### src/rtl/alu_pkg.sv
// Shared constants for the ALU arbiter slice: opcodes, widths, FSM states.
// No ports; imported by alu_arbiter and rr_arbiter.
package alu_pkg;

    localparam int OPND_W = 8;
    localparam int RES_W  = 16;
    localparam int OP_W   = 2;

    localparam logic [OP_W-1:0] OP_ADD = 2'b00;
    localparam logic [OP_W-1:0] OP_SUB = 2'b01;
    localparam logic [OP_W-1:0] OP_MUL = 2'b10;
    localparam logic [OP_W-1:0] OP_DIV = 2'b11;

    typedef enum logic [2:0] {
        ST_IDLE   = 3'd0,
        ST_ISSUE  = 3'd1,
        ST_SETTLE = 3'd2,
        ST_WAIT   = 3'd3,
        ST_RESP   = 3'd4
    } state_t;

endpackage

### src/rtl/rr_arbiter.sv
// Round-robin picker: first set req bit after ptr (mod NUM_REQ).
// Ports: clk, reset (async, low), req, update -> grant, grant_idx, any.
module rr_arbiter #(
    parameter int NUM_REQ = 4
) (
    input  logic                       clk,
    input  logic                       reset,
    input  logic [NUM_REQ-1:0]         req,
    input  logic                       update,
    output logic [NUM_REQ-1:0]         grant,
    output logic [$clog2(NUM_REQ)-1:0] grant_idx,
    output logic                       any
);

    localparam int IDX_W = $clog2(NUM_REQ);

    logic [IDX_W-1:0] ptr;

    always_comb begin
        int cand;
        grant_idx = '0;
        any       = 1'b0;
        cand      = 0;
        for (int k = 1; k <= NUM_REQ; k++) begin
            cand = (int'(ptr) + k) % NUM_REQ;
            if (!any && req[IDX_W'(cand)]) begin
                any       = 1'b1;
                grant_idx = IDX_W'(cand);
            end
        end
        grant = any ? (NUM_REQ'(1) << grant_idx) : '0;
    end

    // Reset to the last slot so requester 0 is searched first.
    always_ff @(posedge clk or negedge reset) begin
        if (!reset) begin
            ptr <= IDX_W'(NUM_REQ - 1);
        end else if (update) begin
            ptr <= grant_idx;
        end
    end

endmodule

### src/rtl/alu_arbiter.sv
// Shares one alu_top between NUM_REQ requesters, round-robin, one op in flight.
// Ports: req_* (in), req_ready/resp_* (out), alu_* to/from alu_top.
// Optional watchdog on alu_ready: define ALU_ARB_TIMEOUT_EN.
module alu_arbiter
    import alu_pkg::*;
#(
    parameter int NUM_REQ = 4,
    parameter int TIMEOUT = 64
) (
    input  logic                        clk,
    input  logic                        reset,
    input  logic [NUM_REQ-1:0]          req_valid,
    input  logic [OPND_W*NUM_REQ-1:0]   req_operand_a,
    input  logic [OPND_W*NUM_REQ-1:0]   req_operand_b,
    input  logic [OP_W*NUM_REQ-1:0]     req_operation,
    output logic [NUM_REQ-1:0]          req_ready,
    output logic [NUM_REQ-1:0]          resp_valid,
    output logic [RES_W-1:0]            resp_result,
    output logic                        resp_overflow,
    output logic                        resp_zero,
    output logic                        resp_timeout,
    output logic                        busy,
    output logic [OPND_W-1:0]           alu_operand_a,
    output logic [OPND_W-1:0]           alu_operand_b,
    output logic [OP_W-1:0]             alu_operation,
    output logic                        alu_start,
    input  logic [RES_W-1:0]            alu_result,
    input  logic                        alu_ready,
    input  logic                        alu_overflow,
    input  logic                        alu_zero
);

    localparam int IDX_W = $clog2(NUM_REQ);

    state_t             state;
    state_t             state_nx;
    logic [NUM_REQ-1:0] grant;
    logic [IDX_W-1:0]   grant_idx;
    logic [IDX_W-1:0]   sel;
    logic               any;
    logic               accept;
    logic               expired;

    // Grant is combinational in IDLE; held low while reset is asserted.
    assign accept = (state == ST_IDLE) && any && reset;

    rr_arbiter #(.NUM_REQ(NUM_REQ)) u_rr (
        .clk       (clk),
        .reset     (reset),
        .req       (req_valid),
        .update    (accept),
        .grant     (grant),
        .grant_idx (grant_idx),
        .any       (any)
    );

`ifdef ALU_ARB_TIMEOUT_EN
    localparam int CNT_W = $clog2(TIMEOUT + 1);

    logic [CNT_W-1:0] wd_cnt;

    assign expired = (wd_cnt == CNT_W'(TIMEOUT));

    always_ff @(posedge clk or negedge reset) begin
        if (!reset) begin
            wd_cnt <= '0;
        end else if (state == ST_ISSUE) begin
            wd_cnt <= '0;
        end else if ((state == ST_SETTLE || state == ST_WAIT)
                     && !expired) begin
            wd_cnt <= wd_cnt + 1'b1;
        end
    end

    always_ff @(posedge clk or negedge reset) begin
        if (!reset) begin
            resp_timeout <= 1'b0;
        end else if (state == ST_WAIT) begin
            if (alu_ready) begin
                resp_timeout <= 1'b0;
            end else if (expired) begin
                resp_timeout <= 1'b1;
            end
        end
    end
`else
    // Watchdog compiled out: WAIT never expires.
    assign expired      = (TIMEOUT < 0);
    assign resp_timeout = 1'b0;
`endif

    always_comb begin
        state_nx = state;
        unique case (state)
            ST_IDLE:   if (any) state_nx = ST_ISSUE;
            ST_ISSUE:  state_nx = ST_SETTLE;
            ST_SETTLE: state_nx = ST_WAIT;
            ST_WAIT:   if (alu_ready || expired) state_nx = ST_RESP;
            ST_RESP:   state_nx = ST_IDLE;
            default:   state_nx = ST_IDLE;
        endcase
    end

    always_ff @(posedge clk or negedge reset) begin
        if (!reset) begin
            state         <= ST_IDLE;
            sel           <= '0;
            alu_operand_a <= '0;
            alu_operand_b <= '0;
            alu_operation <= '0;
            resp_result   <= '0;
            resp_overflow <= 1'b0;
            resp_zero     <= 1'b0;
        end else begin
            state <= state_nx;
            if (accept) begin
                sel           <= grant_idx;
                alu_operand_a <= req_operand_a[{grant_idx, 3'b000} +: OPND_W];
                alu_operand_b <= req_operand_b[{grant_idx, 3'b000} +: OPND_W];
                alu_operation <= req_operation[{grant_idx, 1'b0} +: OP_W];
            end
            if (state == ST_WAIT) begin
                if (alu_ready) begin
                    resp_result   <= alu_result;
                    resp_overflow <= alu_overflow;
                    resp_zero     <= alu_zero;
                end else if (expired) begin
                    resp_result   <= '0;
                    resp_overflow <= 1'b1;
                    resp_zero     <= 1'b0;
                end
            end
        end
    end

    assign req_ready  = accept ? grant : '0;
    assign alu_start  = (state == ST_ISSUE);
    assign busy       = (state != ST_IDLE);
    assign resp_valid = (state == ST_RESP) ? (NUM_REQ'(1) << sel) : '0;

endmodule

### config.mk
export PLATFORM = sky130hd
export DESIGN_NAME = alu_arbiter
export DESIGN_NICKNAME = d
export VERILOG_FILES = /design/src/rtl/alu_pkg.sv /design/src/rtl/rr_arbiter.sv /design/src/rtl/alu_arbiter.sv
export SDC_FILE = /design/constraint.sdc
export NUM_CORES = 1
export LEC_CHECK = 0
export ABC_AREA = 1
export CAP_MARGIN = 20
export CORE_UTILIZATION = 44
export DETAILED_ROUTE_END_ITERATION = 8
export PLACE_DENSITY = 0.9
export SLEW_MARGIN = 0
export SYNTH_ARGS = -nofsm -noshare
export SYNTH_HDL_FRONTEND = slang
export SYNTH_SLANG_ARGS = --single-unit
export TNS_END_PERCENT = 10
### constraint.sdc
create_clock -name clk -period 5.8 [get_ports clk]
set_input_delay 0.87 -clock clk [delete_from_list [all_inputs] [get_ports clk]]
set_output_delay 0.87 -clock clk [all_outputs]
set_load 0.005 [all_outputs]
**After elaboration in Yosys (flattened, before gate mapping)**

Index checks and enable logic that the tools add are counted.
Widths: inputs -> output; s select.

- Reductions and logical operators: 12
- Equal/unequal tests: 6
- Add/sub/neg operators: 4
- $lt $le $gt $ge: 4
- Multiplexer cells: 26
- Shifts and indexed selects: 5

Operators by type and width:

| operator | count |
|---|---|
| $shiftx 32x6->8 | 2 |
| $lt 2x4->1 const B | 4 |
| $mux 1 | 12 |
| $mux 4 | 3 |
| $pmux 3 s4 | 1 |
| $bmux 1 s2 | 4 |
| $mux 2 | 4 |
| $shiftx 8x4->2 | 1 |
| $shl 1x2->4 const A | 2 |
| $eq 3x2->1 const B | 2 |
| $mux 3 | 2 |
| $logic_and 1x1->1 | 5 |
| $add 2x1->2 const B | 2 |
| $add 2x2->2 const B | 2 |
| $ne 2x2->1 const B | 2 |
| $reduce_and 2->1 | 2 |
| $eq 3x1->1 const B | 1 |
| $eq 3x3->1 const B | 1 |
| $logic_not 1->1 | 3 |
| $logic_not 3->1 | 1 |
| $reduce_bool 3->1 | 1 |

- Logic and storage cells: 66
- Bits in registers: 43
- Output and inout port bits: 47

**Logic depth before layout (Yosys ltp)**

- Depth after elaboration: 17
- Mapped depth: 17

**Modules after synthesis**

From an unflattened synthesis, not the netlist that was laid out.

- Cells, all modules: 473
- Area, all modules: 2,984.1 µm²

Modules (own cells, without submodules):

| module | seq. area each (µm²) | times used | area an instance (µm²) | cells an instance |
|---|---|---|---|---|
| alu_arbiter | 1,026.0 | 1 | 2,570.0 | 405 |
| rr_arbiter | 52.6 | 1 | 414.1 | 68 |

**Worst setup path after synthesis**

OpenSTA, ideal clock, no wires.

- Path kind: input to output
- Start: in req_valid[3]
- End: out req_ready[1]
- Path buffers: 2
- Required time: 4,930 ps
- Stages on the path: 13
- Slack: 2,897 ps
- Data arrival time: 2,033 ps
- Cell sequence: inv_1 nand2_1 nand3_1 nand2_2 nor2_4 nand3_2 nand2_4 nand2_2 buf_6 buf_6 inv_2 nand2_1 nor2_1

- Cells in the longest elaborated chain, start to end: 16

Ends and longest elaborated chain:

| what | line | text |
|---|---|---|
| from (decl) | alu_arbiter.sv:12 | `input logic [NUM_REQ-1:0] req_valid,` |
| $bmux 1 s2 | rr_arbiter.sv:26 | `if (!any && req[IDX_W'(cand)]) begin` |
| $mux 1 (implied by the code) (2 in series) | rr_arbiter.sv:26 |  |
| $mux 1 | rr_arbiter.sv:26 |  |
| $logic_not 1->1 | rr_arbiter.sv:26 |  |
| $logic_and 1x1->1 | rr_arbiter.sv:26 |  |
| $mux 1 | rr_arbiter.sv:26 |  |
| $logic_not 1->1 | rr_arbiter.sv:26 |  |
| $logic_and 1x1->1 | rr_arbiter.sv:26 |  |
| $mux 1 | rr_arbiter.sv:26 |  |
| $logic_not 1->1 | rr_arbiter.sv:26 |  |
| $logic_and 1x1->1 | rr_arbiter.sv:26 |  |
| $mux 2 / $mux 1 (equally long branches) | rr_arbiter.sv:26 |  |
| $shl 1x2->4 / $logic_and 1x1->1 (equally long branches) | rr_arbiter.sv:31, alu_arbiter.sv:45 |  |
| $mux 4 / $logic_and 1x1->1 (equally long branches) | rr_arbiter.sv:31, alu_arbiter.sv:45 |  |
| $mux 4 (*) | alu_arbiter.sv:136 | `assign req_ready = accept ? grant : '0;` |
| to (decl) | alu_arbiter.sv:16 | `output logic [NUM_REQ-1:0] req_ready,` |

Every way passes the cells marked *; elsewhere a longest branch is shown, timed or not. The select of a mux whose other input is x is not followed.

**Worst setup path after layout**

Same ends and word-level chain as after synthesis.

==> summary.md <==
| Metric | Value |
|---|---|
| Final period utilization | 0.842 |
| Sw Pwr | 1.12 mW |
| Post-CTS setup buffers | 0 |
| Crit path DAT | 4010 ps |
| Crit path kind | in -> out |
| Antenna violations before repair | 0 |
| R2R depth | 12 |
| Min-delay worst type | reg -> reg |
| Peak supply drop | 0.000318 V |
| DR vias/cell | 4.85 |
| Power Internal | 1.17 mW |
| CTS tree | done |
| CTS Sinks | 43 |
| Drt first pass iters | 7 |
| Max-slew headroom | 0.408 |
| Core area | 6350 um2 |
| Synth-to-Final Area Change | 51.6% |
| # setup viols final | 0 |
| Ys Warns | 0 |
| Flop pwr share | 0.236 |
| Reg2reg setup slack | 2730 ps |
| Die height | 82.9 um |
| Worst-path fanout max | 38 |
| Syn avg cell area | 6.20 um2 |
| Starting DRC count in detailed routing | 119 |
| Crit path capture type | output pin |
| Cell Count, Final, Fillers Out | 672 |
| Largest net degree at the start of global routing | 45 |
| Static leakage | 2.39 nW |
| Seq/Total Area, Yosys | 0.375 |
| GP Congestion | 0.855 |
| Crit path top cell by count | nand2_1 |
| Vias in the first global route | 3,151 |
| CTS Hold Bufs | 0 |
| CP peak stage delay | 730 ps |
| DRC Markers | 0 |
| Ant diodes | 0 |
| Final hold vios | 0 |
| Min Tclk post-route | 4880 ps |
| CP max stage cell | o21ai_4 |
| Reg2reg start | u_rr.ptr[0]$_DFFE_PN1P_ |
| Clock power share | 0.080 |
| Initial core utilization | 0.453 |
| Sw Share | 0.489 |
| FP Rows | 29 |
| Fillers | 550 |
| Min Hold Slack | 483 ps |
| Via count | 3,261 |
| Worst-path cell chain | clkdlybuf4s50_1, nand2_1, nand3_1, nand2_1, o21ai_4, nand2_2, inv_2, nand2_1, nor2_1, clkdlybuf4s50_1 |
| Synth Cell Area | 2880 um2 |
| Synth Net Count | 561 |
| GRT Residual Overflow | 0 |
| Total Wirelength | 8.34 mm |
| Data required time of the worst path | 4930 ps |
| WHS Path Cells | 2 |
| Worst-path clk slew | 80 ps |
| Num ports | 144 |
| Setup WS pre-CTS | 941 ps |
| Share of layout cells above drive strength 1 | 0.0387 |
| #FFs+latches synth | 43 |
| First-pass GRT wire length | 14.1 mm |
| Fin. max-slew vios | 0 |
| Cell count after placement | 664 |
| Syn Inst Count | 464 |
| Worst Min Path Start | resp_result[5]$_DFFE_PN0P_ |
| Final Worst Setup Slack | 919 ps |
| Tot GR Track Use | 0.247 |
| Root Driver | clkbuf_8 |
| Hold endpoint | resp_result[5]$_DFFE_PN0P_ |
| Max Cap Viol | 0 |
| Num CTS Buffers | 5 |
| Die Area | 6870 um2 |
| CTS resizes | 0 |
| Library cells used by synthesis | 26 |
| DIE WIDTH | 82.9 um |
| CP startpoint kind | primary input |
| Worst skew pair latency | 290 ps |
| RSZ-0062 raised after global routing | no |
| Worst Max-Slew Pin Slew | 885 ps |
| Final Cell Area | 4360 um2 |
| Total power per unit cell area | 524 nW/um2 |
| Cell area after placement | 4280 um2 |
| IO buf count | 142 |
| H-tree depth | 2 |
| Final core occ | 0.687 |
| Post-DP HPWL | 6.47 mm |
| RR Endpoint | alu_operand_b[5]$_DFFE_PN0P_ |
| Nets | 691 |
| Power Total | 2.29 mW |
| Outcome | finished clean |
| Maximum clock rate | 0.205 GHz |
| Combinational share of power | 0.684 |
| Wire length per cell | 12.4 um |
| Routed Antenna Nets | 0 |
| Longest Clk Path Bufs | 2 |
| Fin Setup TNS | 0 ps |
| Layout Skew | 9.91 ps |
-- state kept, by name (all words and copies together), names as in the netlist, 2 cells and up --
| register | flops |
|---|---|
| sel | 2 |
| alu_operand_a | 8 |
| u_rr.ptr | 2 |
| alu_operand_b | 8 |
| resp_result | 16 |
| state | 3 |
| alu_operation | 2 |
-- layout make-up --
type / instances / area (um2) / share of cell area
Clock buffer: 6 / 72.6 / 0.0166
Tap cell: 77 / 96.3 / 0.0221
Inverter: 93 / 352 / 0.0806
Sequential cell: 43 / 1080 / 0.247
Timing Repair Buffer: 144 / 1430 / 0.328
Clock inverter: 2 / 12.5 / 0.00287
Multi-Input combinational cell: 307 / 1320 / 0.303
-- cells in the mapped netlist --
| cell type | count | area, um2 |
|---|---|---|
| buf_6 | 3 | 33.8 |
| o21ai_1 | 5 | 25.0 |
| nand3_1 | 79 | 395 |
| a21o_1 | 1 | 7.51 |
| o21ai_4 | 1 | 16.3 |
| nand2_4 | 1 | 11.3 |
| o211ai_1 | 1 | 7.51 |
| conb_1 | 1 | 3.75 |
| dfrtp_1 | 41 | 1030 |
| buf_1 | 1 | 3.75 |
| buf_2 | 12 | 60.1 |
| nor2_1 | 9 | 33.8 |
| buf_4 | 3 | 22.5 |
| inv_2 | 3 | 11.3 |
| nor2_4 | 1 | 11.3 |
| dfstp_2 | 2 | 52.6 |
| nand4_1 | 1 | 6.26 |
| nand2_1 | 195 | 732 |
| inv_4 | 1 | 6.26 |
| inv_1 | 88 | 330 |
| nand3_2 | 1 | 10.0 |
| nor3_1 | 7 | 35.0 |
| clkinv_1 | 1 | 3.75 |
| clkbuf_1 | 2 | 7.51 |
| a21boi_1 | 1 | 7.51 |
| nand2_2 | 3 | 18.8 |
-- placed cells by master (no fill, tap or decap), types with 2 or more instances in the layout --
master           synthesis  routed
clkdlybuf4s50_1          0     141
nand2_1                195     195
buf_4                    3       2
nand3_1                 79      79
dfstp_2                  2       2
clkbuf_8                 0       5
nand2_2                  3       3
nor2_1                   9       9
dfrtp_1                 41      41
inv_1                   88      88
o21ai_1                  5       5
inv_2                    3       3
nor3_1                   7       7
-- kinds of logic after synthesis --
logic type,Yosys count,synth area share
simple gates,297,0.435
buf+inv,114,0.166
flops,43,0.375
compound gates,9,0.0222
other cells,1,0.00130
-- routing by layer --
| layer | track usage | vias to the layer above | wire (um) |
|---|---|---|---|
| met2 | 0.436 | 113 | 4210 |
| li1 | - | 1645 | - |
| met4 | 0.102 | 0 | 274 |
| met3 | 0.0318 | 24 | 351 |
| met1 | 0.304 | 1479 | 3510 |
| met5 | 0 | - | 0 |
-- worst max path at each step --
| stage | from | to | slack (ps) | cells after the start |
|---|---|---|---|---|
| after floorplan | req_valid[3] | req_ready[1] | 2900 | 13 |
| after global placement | req_valid[2] | req_ready[1] | 1120 | 10 |
| after detailed placement | req_valid[0] | req_ready[1] | 940 | 10 |
| after CTS | req_valid[3] | req_ready[1] | 940 | 10 |
| after global routing | req_valid[3] | req_ready[1] | 590 | 11 |
| final | req_valid[3] | req_ready[1] | 920 | 10 |
-- worst max-delay path, delay by kind of cell --
| family | cells | cell delay [ps] |
|---|---|---|
| AND/OR/NAND/NOR | 6 | 1170 |
| AO/OA/AOI/OAI | 1 | 730 |
| buffers and inverters | 3 | 1220 |
-- power by group through the flow --
| stage | Clock [mW] | Combinational [mW] | Sequential [mW] |
|---|---|---|---|
| floorplan | 0 | 1.09 | 0.531 |
| global placement | 0 | 1.50 | 0.539 |
| detailed placement | 0 | 1.56 | 0.540 |
| CTS | 0.188 | 1.56 | 0.537 |
| global route | 0.199 | 1.76 | 0.556 |
| finish | 0.183 | 1.57 | 0.539 |
Power figures use the tool's default switching activity.
